--- config.mk ---
export PLATFORM = sky130hd
export DESIGN_NAME = fir_mac_ctrl
export DESIGN_NICKNAME = d
export VERILOG_FILES = /design/src/rtl/fir_pkg.sv /design/src/rtl/mult12x12.sv /design/src/rtl/fir_mac_ctrl.sv
export SDC_FILE = /design/constraint.sdc
export NUM_CORES = 1
export LEC_CHECK = 0
export CORE_MARGIN = 2
export CORE_UTILIZATION = 50
export CTS_CLUSTER_SIZE = 10
export DETAILED_ROUTE_END_ITERATION = 12
export GPL_ROUTABILITY_DRIVEN = 0
export GPL_TIMING_DRIVEN = 1
export HOLD_SLACK_MARGIN = 0.06
export MAX_ROUTING_LAYER = met4
export PLACE_DENSITY = 0.76
export SLEW_MARGIN = 30
export SYNTH_ARGS = -nofsm -noshare
export SYNTH_HDL_FRONTEND = slang
export SYNTH_HIERARCHICAL = 1
export SYNTH_SLANG_ARGS = --single-unit
--- constraint.sdc ---
create_clock -name clk -period 11.48 [get_ports clk]
set_clock_uncertainty 0.1 [all_clocks]
set_input_delay 2.296 -clock clk [delete_from_list [all_inputs] [get_ports clk]]
set_output_delay 2.296 -clock clk [all_outputs]
set_load 0.03 [all_outputs]
--- src/rtl/fir_pkg.sv ---
// Shared types, FSM encoding and default sizing for the time-multiplexed FIR engine.
package fir_pkg;

    localparam int DEFAULT_NTAPS = 16;
    localparam int PROD_W        = 24;

    typedef logic        [11:0] sample_t;
    typedef logic signed [11:0] coeff_t;
    typedef logic signed [23:0] prod_t;

    typedef enum logic [1:0] {
        IDLE = 2'd0,
        MAC  = 2'd1,
        OUT  = 2'd2
    } state_t;

    // Worst-case sum of ntaps full-scale products needs log2(ntaps) growth bits.
    function automatic int acc_width(input int ntaps);
        return PROD_W + $clog2(ntaps);
    endfunction

endpackage

--- src/rtl/mult12x12.sv ---
// Combinational 12x12 multiplier: unsigned sample times signed coefficient, signed 24-bit product.
module mult12x12
    import fir_pkg::*;
(
    input  sample_t din,
    input  coeff_t  coeff,
    output prod_t   product
);

    logic signed [23:0] din_ext;
    logic signed [23:0] coeff_ext;

    // The exact product always fits in 24 signed bits, so the low half of a 24x24 multiply is exact.
    assign din_ext   = {12'd0, din};
    assign coeff_ext = {{12{coeff[11]}}, coeff};
    assign product   = din_ext * coeff_ext;

endmodule

--- src/rtl/fir_mac_ctrl.sv ---
// FIR engine: circular delay line plus coefficient store feeding one shared multiplier, one tap per cycle.
// Optional output saturation is enabled by defining FIR_SAT_EN; otherwise the output wraps.
module fir_mac_ctrl
    import fir_pkg::*;
#(
    parameter int NTAPS = DEFAULT_NTAPS,
    parameter int SHIFT = 0,
    parameter int OUT_W = 16
) (
    input  logic                     clk,
    input  logic                     rst,
    input  logic                     in_valid,
    output logic                     in_ready,
    input  logic [11:0]              in_data,
    input  logic                     coeff_we,
    input  logic [$clog2(NTAPS)-1:0] coeff_addr,
    input  logic [11:0]              coeff_wdata,
    output logic                     out_valid,
    input  logic                     out_ready,
    output logic [OUT_W-1:0]         out_data,
    output logic                     busy
);

    localparam int KW    = $clog2(NTAPS);
    localparam int ACC_W = acc_width(NTAPS);

    state_t                  state_reg;
    state_t                  state_next;
    logic [KW-1:0]           wr_ptr_reg;
    logic [KW-1:0]           k_reg;
    logic [KW-1:0]           rd_idx;
    logic signed [ACC_W-1:0] acc_reg;
    logic signed [ACC_W-1:0] acc_sum;
    logic signed [ACC_W-1:0] scaled;
    logic [OUT_W-1:0]        out_data_reg;
    logic [OUT_W-1:0]        out_result;

    sample_t                 delay_reg [NTAPS];
    coeff_t                  coeff_reg [NTAPS];
    logic [NTAPS-1:0]        delay_wr_sel;
    logic [NTAPS-1:0]        coeff_wr_sel;

    logic                    accept;
    logic                    coeff_wr_ok;
    logic                    last_tap;
    sample_t                 tap_din;
    coeff_t                  tap_coeff;
    prod_t                   product;

    // Handshake outputs depend only on the registered state.
    assign in_ready  = (state_reg == IDLE);
    assign out_valid = (state_reg == OUT);
    assign busy      = (state_reg != IDLE);
    assign out_data  = out_data_reg;

    assign accept      = in_valid && in_ready;
    assign coeff_wr_ok = coeff_we && (state_reg == IDLE);
    assign last_tap    = (k_reg == KW'(NTAPS - 1));

    // wr_ptr already points past the newest sample, so tap k sits at wr_ptr-1-k (mod NTAPS).
    assign rd_idx    = wr_ptr_reg - KW'(1) - k_reg;
    assign tap_din   = delay_reg[rd_idx];
    assign tap_coeff = coeff_reg[k_reg];

    mult12x12 u_mult (
        .din     (tap_din),
        .coeff   (tap_coeff),
        .product (product)
    );

    assign acc_sum = acc_reg + {{(ACC_W - PROD_W){product[PROD_W-1]}}, product};
    assign scaled  = acc_sum >>> SHIFT;

`ifdef FIR_SAT_EN
    localparam logic signed [ACC_W-1:0] SAT_MAX = {{(ACC_W - OUT_W + 1){1'b0}}, {(OUT_W - 1){1'b1}}};
    localparam logic signed [ACC_W-1:0] SAT_MIN = {{(ACC_W - OUT_W + 1){1'b1}}, {(OUT_W - 1){1'b0}}};

    always_comb begin
        out_result = scaled[OUT_W-1:0];
        if (scaled > SAT_MAX) begin
            out_result = SAT_MAX[OUT_W-1:0];
        end else if (scaled < SAT_MIN) begin
            out_result = SAT_MIN[OUT_W-1:0];
        end
    end
`else
    logic scaled_hi_unused;

    assign scaled_hi_unused = ^scaled[ACC_W-1:OUT_W];
    assign out_result       = scaled[OUT_W-1:0];
`endif

    // Per-entry write decodes for the register-array storage.
    for (genvar gi = 0; gi < NTAPS; gi++) begin : g_sel
        assign delay_wr_sel[gi] = accept && (wr_ptr_reg == KW'(gi));
        assign coeff_wr_sel[gi] = coeff_wr_ok && (coeff_addr == KW'(gi));
    end

    always_ff @(posedge clk) begin
        if (rst) begin
            for (int i = 0; i < NTAPS; i++) begin
                delay_reg[i] <= '0;
                coeff_reg[i] <= '0;
            end
        end else begin
            for (int i = 0; i < NTAPS; i++) begin
                if (delay_wr_sel[i]) begin
                    delay_reg[i] <= in_data;
                end
                if (coeff_wr_sel[i]) begin
                    coeff_reg[i] <= coeff_wdata;
                end
            end
        end
    end

    always_ff @(posedge clk) begin
        if (rst) begin
            state_reg <= IDLE;
        end else begin
            state_reg <= state_next;
        end
    end

    always_comb begin
        state_next = state_reg;
        unique case (state_reg)
            IDLE:    if (accept)    state_next = MAC;
            MAC:     if (last_tap)  state_next = OUT;
            OUT:     if (out_ready) state_next = IDLE;
            default:                state_next = IDLE;
        endcase
    end

    always_ff @(posedge clk) begin
        if (rst) begin
            wr_ptr_reg   <= '0;
            k_reg        <= '0;
            acc_reg      <= '0;
            out_data_reg <= '0;
        end else begin
            if (accept) begin
                wr_ptr_reg <= wr_ptr_reg + KW'(1);
                k_reg      <= '0;
                acc_reg    <= '0;
            end
            if (state_reg == MAC) begin
                acc_reg <= acc_sum;
                k_reg   <= k_reg + KW'(1);
                // The final tap is folded in on the way to the output register.
                if (last_tap) begin
                    out_data_reg <= out_result;
                end
            end
        end
    end

endmodule

==> impl_metrics.py <==
metrics = {
    "synthesis": {
        "syn-cell-area_mm2": 0.0222,
        "synth_area_per_cell_um2": 12.7,
        "synth_cells": 1740,
        "syn-num-nets": 1926,
        "yosys_warnings": 6,
    },
    "cts": {
        "clkLatencyLatePin_ns": 0.61,
        "clk_pin_slew_ns": 0.05,
        "post-cts-setup-buffers": 0,
        "cts_tree": "built",
        "numCtsBuffers": 50,
        "cts_resized": 0,
        "htreeDepth": 2,
        "cts.sinks": 430,
        "postCtsHoldBufs": 0,
        "cts_buffer_depth": 3,
        "cts_root_buf": "clkbuf_16",
    },
    "grt": {
        "grt_pass1_wl_mm": 80.9,
        "grt_pass1_vias": 14600,
        "antenna_found_initial": 1,
        "gr-total-overflow": 0,
        "grt_max_degree": 55,
        "track_usage_pct": 23.5,
    },
    "cells_and_area": {
        "num_antenna_cells": 0,
        "final_cell_mix": "384 x edfxtp_1, 268 x nor2_1, 220 x nand2_1",
        "fillers": 3412,
        "final_nets": 1935,
        "layout-drive-gt1-share_pct": 12.3,
        "final_common_cell": "edfxtp_1",
        "syn_to_final_growth_pct": 11.5,
    },
    "sta": {
        "finalSetupViolCount": 0,
        "max_slew_margin_pct": 42.0,
        "final_hold_viol_count": 0,
        "final.min_clock_period_ns": 8.96,
        "final_max_slew_viol_count": 0,
        "fmax_ghz": 0.112,
        "rsz0062_at_grt": "false",
        "fin_tns_setup_ns": 0,
        "worst_pin_slew_ns": 0.864,
        "period_share_pct": 78.0,
    },
    "critical_path": {
        "slowest_delay_ns": 1.17,
        "path_max_fanout": 36,
        "worstSetupPathType": "reg2reg",
        "cp_data_arrival_time_ns": 9.33,
        "critical_path_required_ns": 11.85,
        "slowest_stage": "fa_4",
        "crit_path_start_kind": "flip-flop",
        "critPathCaptureType": "flip-flop",
    },
    "drt": {
        "vias_per_cell": 5.79,
        "firstDrtPassIters": 5,
        "vias": 13700,
        "drc": 0,
        "routed_wl_mm": 51.1,
        "wl_per_cell_um": 21.6,
        "drtAntennaViolNets": 0,
        "drtIter0Drc": 1414,
    },
    "floorplan": {
        "fp.dieW_um": 215,
        "num_rows": 77,
        "pin_count": 52,
        "start_util_pct": 50.4,
        "die_y_um": 215,
        "core_area_mm2": 0.0440,
        "dieArea_mm2": 0.0461,
    },
    "job": {
        "maxCapViolations": 0,
    },
    "placed_design": {
        "port_buffers": 51,
        "hpwlAfterDp_mm": 33.9,
    },
    "min_path": {
        "hp-class": "reg2reg",
    },
    "outcome": {
        "status": "finished clean",
    },
}
through the flow:
step / cells / hold WS, ns / util (%) / worst slack [ns] / instance area (µm²)
3_3_place_gp: 2287 / 0.343 / 52.6 / 2.50 / 23200
6_report: 2369 / 0.352 / 56.1 / 2.52 / 24700
2_1_floorplan: 1740 / 0.352 / - / 3.60 / 22200
3_5_place_dp: 2289 / 0.347 / 52.8 / 2.64 / 23200
4_1_cts: 2369 / 0.354 / 56.1 / 2.49 / 24700
5_1_grt: 2369 / 0.384 / 56.1 / 1.87 / 24700
path summary, 6_finish.rpt:
check                                          startpoint                   endpoint  slack, ns  depth (start not counted)
worst max-delay path                k_reg[0]$_SDFFE_PP0N_   acc_reg[15]$_SDFFE_PP0N_       2.52                         31
worst max register to register      k_reg[0]$_SDFFE_PP0N_   acc_reg[15]$_SDFFE_PP0N_       2.52                         31
worst min-delay path            out_data[15]$_SDFFE_PP0P_  out_data[15]$_SDFFE_PP0P_       0.35                          2
worst min register to register  out_data[15]$_SDFFE_PP0P_  out_data[15]$_SDFFE_PP0P_       0.35                          2
worst max-delay path, delay by kind of cell (launching register included):
kind	cells	cell delay, ns
muxes	1	0.21
adders and majority gates	9	4.39
buffers and inverters	5	0.58
xor gates and xnor gates	1	0.16
and+or+nand+nor	5	0.70
DFF	1	0.39
AOI/OAI and AO/OA	10	2.29
area by class of cell:
type | count | area, µm² | area share, %
Sequential cell | 430 | 12500 | 50.4
Multi-Input combinational cell | 1024 | 8700 | 35.2
Clock buffer | 74 | 1370 | 5.55
Tap cell | 592 | 741 | 3.00
Timing Repair Buffer | 76 | 723 | 2.93
Inverter | 167 | 627 | 2.54
Clock inverter | 6 | 103 | 0.415
metal layers:
metal  routed length (µm)  track usage, %  share of wire, %  vias to the layer above
li1                     -               -                 -                     6033
met1                19500            29.2                38                     6904
met2                25600            39.2                50                      665
met3                 4450            4.11               8.7                      115
met4                 1550            7.82               3.0                        0
met5                    0               -                 0                        -
Power is left out: the tool's default activity adds up to more than one toggle a clock period on the data nets, which glitch-free logic cannot reach.
